[config.mk]
export PLATFORM = sky130hd
export DESIGN_NAME = multi_port_ram
export DESIGN_NICKNAME = d
export VERILOG_FILES = /design/src/rtl/multi_port_ram_pkg.sv /design/src/rtl/ram_clear_seq.sv /design/src/rtl/multi_port_ram.sv
export SDC_FILE = /design/constraint.sdc
export NUM_CORES = 1
export LEC_CHECK = 0
export CAP_MARGIN = 5
export CORE_MARGIN = 5
export CORE_UTILIZATION = 35
export CTS_BUF_LIST = sky130_fd_sc_hd__clkbuf_16
export DETAILED_ROUTE_END_ITERATION = 6
export DONT_BUFFER_PORTS = 1
export GPL_ROUTABILITY_DRIVEN = 0
export SKIP_CTS_REPAIR_TIMING = 1
export SLEW_MARGIN = 10
export SYNTH_ARGS = -nofsm -noshare
export SYNTH_HDL_FRONTEND = slang
export SYNTH_HIERARCHICAL = 1
export SYNTH_SLANG_ARGS = --single-unit
[constraint.sdc]
create_clock -name clk -period 5.5 [get_ports clk]
set_input_delay 1.1 -clock clk [delete_from_list [all_inputs] [get_ports clk]]
set_output_delay 1.1 -clock clk [all_outputs]
set_load 0.02 [all_outputs]
[src/rtl/multi_port_ram_pkg.sv]
// Shared types and helpers for multi_port_ram: sequencer state encoding and word parity.
package multi_port_ram_pkg;

   typedef enum logic [0:0] {
      CLEAR = 1'b0,
      IDLE  = 1'b1
   } state_t;

   localparam int unsigned MAX_RD = 4;
   localparam int unsigned MAX_DW = 64;

   // Even-parity bit over a zero-extended word; zero padding does not change the result.
   function automatic logic even_parity(input logic [MAX_DW-1:0] d);
      return ^d;
   endfunction

endpackage

[src/rtl/ram_clear_seq.sv]
// Clear sequencer for multi_port_ram: owns CLEAR/IDLE state, the sweep counter, ready,
// and the single storage write port mux (sweep writes vs. accepted user writes).
module ram_clear_seq
   import multi_port_ram_pkg::*;
#(
   parameter int unsigned          ADDR_WIDTH  = 4,
   parameter int unsigned          DATA_WIDTH  = 8,
   parameter logic [DATA_WIDTH-1:0] CLEAR_VALUE = '0
) (
   input  logic                  clk_i,
   input  logic                  reset_i,
   input  logic                  clear_req_i,
   input  logic                  wr_en_i,
   input  logic [ADDR_WIDTH-1:0] wr_addr_i,
   input  logic [DATA_WIDTH-1:0] wr_data_i,
   output logic                  ready_o,
   output logic                  wr_acc_c_o,
   output logic                  mem_we_c_o,
   output logic [ADDR_WIDTH-1:0] mem_waddr_c_o,
   output logic [DATA_WIDTH-1:0] mem_wdata_c_o
);

   localparam int unsigned          DEPTH = 2 ** ADDR_WIDTH;
   localparam logic [ADDR_WIDTH-1:0] LAST  = ADDR_WIDTH'(DEPTH - 1);

   state_t                  state_q, state_d;
   logic [ADDR_WIDTH-1:0]   clr_cnt_q, clr_cnt_d;
   logic                    ready_q, ready_d;

   // Next state and write-port mux; a clear request wins over a same-edge write.
   always_comb begin
      state_d       = state_q;
      clr_cnt_d     = clr_cnt_q;
      wr_acc_c_o    = 1'b0;
      mem_we_c_o    = 1'b0;
      mem_waddr_c_o = wr_addr_i;
      mem_wdata_c_o = wr_data_i;
      case (state_q)
         CLEAR: begin
            mem_we_c_o    = 1'b1;
            mem_waddr_c_o = clr_cnt_q;
            mem_wdata_c_o = CLEAR_VALUE;
            clr_cnt_d     = clr_cnt_q + 1'b1;
            if (clr_cnt_q == LAST) state_d = IDLE;
         end
         IDLE: begin
            if (clear_req_i) begin
               state_d   = CLEAR;
               clr_cnt_d = '0;
            end else begin
               wr_acc_c_o = wr_en_i;
               mem_we_c_o = wr_en_i;
            end
         end
         default: state_d = CLEAR;
      endcase
      if (reset_i) begin
         wr_acc_c_o = 1'b0;
         mem_we_c_o = 1'b0;
      end
      ready_d = (state_d == IDLE);
   end

   always_ff @(posedge clk_i) begin
      if (reset_i) begin
         state_q   <= CLEAR;
         clr_cnt_q <= '0;
         ready_q   <= 1'b0;
      end else begin
         state_q   <= state_d;
         clr_cnt_q <= clr_cnt_d;
         ready_q   <= ready_d;
      end
   end

   assign ready_o = ready_q;

endmodule

[src/rtl/multi_port_ram.sv]
// Multi-read-port RAM with registered reads, write-first bypass and a hardware clear sweep.
// Optional per-word even parity with error reporting when MULTI_PORT_RAM_PARITY_EN is defined.
module multi_port_ram
   import multi_port_ram_pkg::*;
#(
   parameter int unsigned          ADDR_WIDTH  = 4,
   parameter int unsigned          DATA_WIDTH  = 8,
   parameter int unsigned          NUM_RD      = 2,
   parameter logic [DATA_WIDTH-1:0] CLEAR_VALUE = '0
) (
   input  logic                         clk,
   input  logic                         reset,
   input  logic                         clear_req,
   output logic                         ready,
   input  logic                         wr_en,
   input  logic [ADDR_WIDTH-1:0]        wr_addr,
   input  logic [DATA_WIDTH-1:0]        wr_data,
   input  logic [NUM_RD-1:0]            rd_en,
   input  logic [NUM_RD*ADDR_WIDTH-1:0] rd_addr,
   output logic [NUM_RD*DATA_WIDTH-1:0] rd_data,
   output logic [NUM_RD-1:0]            rd_valid
`ifdef MULTI_PORT_RAM_PARITY_EN
   ,
   input  logic                         par_inject,
   output logic [NUM_RD-1:0]            rd_par_err
`endif
);

   localparam int unsigned DEPTH = 2 ** ADDR_WIDTH;

   logic                  wr_acc_c;
   logic                  mem_we_c;
   logic [ADDR_WIDTH-1:0] mem_waddr_c;
   logic [DATA_WIDTH-1:0] mem_wdata_c;

   logic [DATA_WIDTH-1:0] mem_q [DEPTH];

   ram_clear_seq #(
      .ADDR_WIDTH  (ADDR_WIDTH),
      .DATA_WIDTH  (DATA_WIDTH),
      .CLEAR_VALUE (CLEAR_VALUE)
   ) u_clear_seq (
      .clk_i         (clk),
      .reset_i       (reset),
      .clear_req_i   (clear_req),
      .wr_en_i       (wr_en),
      .wr_addr_i     (wr_addr),
      .wr_data_i     (wr_data),
      .ready_o       (ready),
      .wr_acc_c_o    (wr_acc_c),
      .mem_we_c_o    (mem_we_c),
      .mem_waddr_c_o (mem_waddr_c),
      .mem_wdata_c_o (mem_wdata_c)
   );

   // Storage is deliberately not reset; the clear sweep initialises it.
   always_ff @(posedge clk) begin
      if (mem_we_c) mem_q[mem_waddr_c] <= mem_wdata_c;
   end

`ifdef MULTI_PORT_RAM_PARITY_EN
   logic par_q [DEPTH];
   logic par_wr_c;

   // ready low means the sweep owns the write port.
   assign par_wr_c = !ready ? even_parity(MAX_DW'(CLEAR_VALUE))
                            : (even_parity(MAX_DW'(wr_data)) ^ par_inject);

   always_ff @(posedge clk) begin
      if (mem_we_c) par_q[mem_waddr_c] <= par_wr_c;
   end
`endif

   for (genvar i = 0; i < NUM_RD; i++) begin : g_rd
      logic [ADDR_WIDTH-1:0] addr_c;
      logic                  hit_c;
      logic                  valid_d, valid_q;
      logic [DATA_WIDTH-1:0] data_d, data_q;

      assign addr_c = rd_addr[i*ADDR_WIDTH +: ADDR_WIDTH];
      assign hit_c  = wr_acc_c && (addr_c == wr_addr);

      // Reads are accepted whenever idle, including the edge that starts a clear.
      always_comb begin
         valid_d = ready && rd_en[i];
         data_d  = data_q;
         if (valid_d) data_d = hit_c ? wr_data : mem_q[addr_c];
      end

      always_ff @(posedge clk) begin
         if (reset) begin
            valid_q <= 1'b0;
            data_q  <= '0;
         end else begin
            valid_q <= valid_d;
            data_q  <= data_d;
         end
      end

      assign rd_data[i*DATA_WIDTH +: DATA_WIDTH] = data_q;
      assign rd_valid[i]                         = valid_q;

`ifdef MULTI_PORT_RAM_PARITY_EN
      logic err_d, err_q;

      assign err_d = valid_d && !hit_c
                     && (par_q[addr_c] != even_parity(MAX_DW'(mem_q[addr_c])));

      always_ff @(posedge clk) begin
         if (reset) err_q <= 1'b0;
         else       err_q <= err_d;
      end

      assign rd_par_err[i] = err_q;
`endif
   end

endmodule

==> flow_summary.ini <==
[run_status]
status = complete, but fails checks
violations = DRC

[routing]
route.detailed.drc = 9
wire_per_inst_um = 26.26
drt_wl_total_mm = 20.27
viasPerCell = 5.922
ant_nets = 0
drt-initial-drc-count = 376
vias = 4572
first_pass_iters = 7

[critical_path]
cp_num_buf_inv = 1
critPathMaxStageDelay_ns = 0.82
cp_slowest_cell = nor3_1
r2r_slack_ns = 2.64
required_ns = 5.55
r2r_start = u_clear_seq/ready_o
critPathMaxFanout = 41
worstPathCellList = buf_4 > mux2_2 > or3b_2 > nor3_1
cpLargestDelayFamily = simple AND/OR/NAND/NOR gates
cp-end-kind = register
reg2reg_to = mem_q[0][5]
path_class = register to register
r2r_cells = 4
cp-start-kind = register
critPathArrivalTime_ns = 2.91

[synthesis]
ys_types = 43
syn_area_um2 = 7461
synthFlopType = edfxtp_1
syn-num-nets = 529
syn_inst = 502
async_reset_ff_frac = 0
synthTopCellsByArea = edfxtp_1 52%, mux4_2 10%, dfxtp_1 6.2%
syn_avg_cell_area_um2 = 14.86
synth_edf_count = 128
synth_top_area_cell = edfxtp_1
synth_top_cell_area_share = 0.5152
synth-seq-cells = 151
synth-seq-area-share = 0.5769
yosysWarnings = 6

[clock_network]
clockBufferDepth = 2
clock_latency_ns = 0.43
htree_num_levels = 4
cts.sinks = 151
cts-root-buf = clkbuf_16
cts_buffers = 17
cts.clk_slew.worst_paths_ns = 0.06
cts_tree = yes

[pwr]
peakVddDrop_uv = 252.1
p_leak_nw = 2.583
power_mw = 2.568
power.density_nw_per_um2 = 313.8

[min_path]
min_to = u_clear_seq/ready_o
min_path_type = register to register
hold_depth = 2
min_from = u_clear_seq/clr_cnt_q[3]

[global_routing]
grt_max_degree = 42
antenna_found_initial = 0
grt_overflow_total = 0
grt_pass1_vias = 4753
track_usage = 0.1713
grt_pass1_wl_mm = 30.43

[die]
die_w_um = 156
initial_core_util = 0.3549
rows = 53
die_area_um2 = 24340
core_area_um2 = 21020
die_h_um = 156
ios = 45

[sta]
finalCritPeriodShare = 0.5206
setup_viol = 0
hold_viol_final = 0
relSlewSlack = 0.2969
post-route-min-period_ns = 2.863
clock.fmax_mhz = 349.2
setup_tns_ns = 0
tightestPinTransition_ns = 1.047
rsz0062_at_grt = false
finalMaxSlewViolations = 0
postLayoutSetupSlackWorst_ns = 2.637
fin_skew_ns = 0.006244

[finish]
stdcell_count = 772
drive_gt1_frac = 0.2153
final_nets = 511
layout_common_cells = 128 x edfxtp_1, 35 x nor2_1, 35 x mux2i_1, 34 x mux4_2, 25 x nand2_1
area_growth_pct = 9.676
layout_commonest_cell = edfxtp_1
n_antenna_cell = 0

[placed_design]
port_buffers = 0
dp_hpwl_mm = 13.60
pre_cts_ws_ns = 2.264
place_inst = 740

[run]
maxCapViolations = 0
## report_power, final
part / switching (mW) / internal (mW) / total (mW) / leakage, nW
Combinational: 0.0563 / 0.0693 / 0.126 / 1.01
Sequential: 0.0107 / 1.24 / 1.25 / 1.28
Clock: 0.501 / 0.690 / 1.19 / 0.294
## metal layers
metal | up-vias | wire (um) | global-route usage | share of wire
met2 | 225 | 10280 | 0.2909 | 0.51
met5 | - | 0 | 0 | 0
met3 | 43 | 1453 | 0.04161 | 0.072
met1 | 2338 | 7623 | 0.2032 | 0.38
li1 | 1966 | - | - | -
met4 | 0 | 913 | 0.08504 | 0.045
## tightest hold or removal path, stage by stage, from the launching register on
cell	delay, ns
dfxtp_1	0.35
nand3_1	0.10
a21oi_1	0.06
## synthesized netlist by cell type, types with 3 or more instances
library cell  instances
mux2_2               15
mux4_2               34
or2_2                16
nand2_1              25
a31oi_1              17
o21ai_1               3
a21oi_1              20
nor2_1               35
and2_1               10
buf_4                 4
a2bb2oi_1             5
a221oi_1             11
nor2b_1               3
nand3_1               9
mux4_1               14
clkbuf_1             11
buf_6                 8
nor3_1                4
o21ai_0               9
mux2i_1              35
buf_2                11
o31ai_1              13
nand2b_1              5
buf_1                 4
xnor2_1               8
edfxtp_1            128
o41ai_1               3
dfxtp_1              23
## registers in the layout, indices dropped and copies added, names as in the netlist
name                   count
mem_q                    128
g_rd.data_q               16
u_clear_seq/clr_cnt_q      4
g_rd.valid_q               2
u_clear_seq/ready_o        1
## metrics by stage
stage / instance area (um^2) / utilization / hold slack (ns)
floorplan: 7461 / - / 0.4718
global placement: 7571 / 0.3602 / 0.5154
detailed placement: 7571 / 0.3602 / 0.5367
CTS: 8178 / 0.3890 / 0.5489
global route: 8183 / 0.3893 / 0.5820
finish: 8183 / 0.3893 / 0.5537
## logic make-up after synthesis
family,count (synthesis),synth area share
AND/OR/NAND/NOR,116,0.07731
multiplexers,98,0.2215
XOR/XNOR,8,0.009392
buffers and inverters,41,0.03488
adder cells (fa/ha/maj),1,0.001677
flip-flops,151,0.5769
AO/OA/AOI/OAI,87,0.07831
## worst max-delay path by stage
stage                     cells after the start     endpoint           startpoint  slack [ns]
after global placement                        4  mem_q[0][1]            clear_req        2.35
after detailed placement                      4  mem_q[0][5]            clear_req        2.26
after CTS                                     4  mem_q[0][5]  u_clear_seq/ready_o        2.59
after floorplan                               4  mem_q[0][0]            clear_req        2.56
final                                         4  mem_q[0][5]  u_clear_seq/ready_o        2.64
after global routing                          4  mem_q[0][1]  u_clear_seq/ready_o        2.47
## cell type report
type / instances / area, um^2
clock buffers: 17 / 425.4
clock inverters: 15 / 181.4
fillers: 1908 / 12840
inverters: 1 / 3.754
multi-input cells: 310 / 2902
flip-flops and latches: 151 / 4304
well taps: 275 / 344.1
repair buffers: 3 / 22.52
Power figures use the tool's default switching activity.
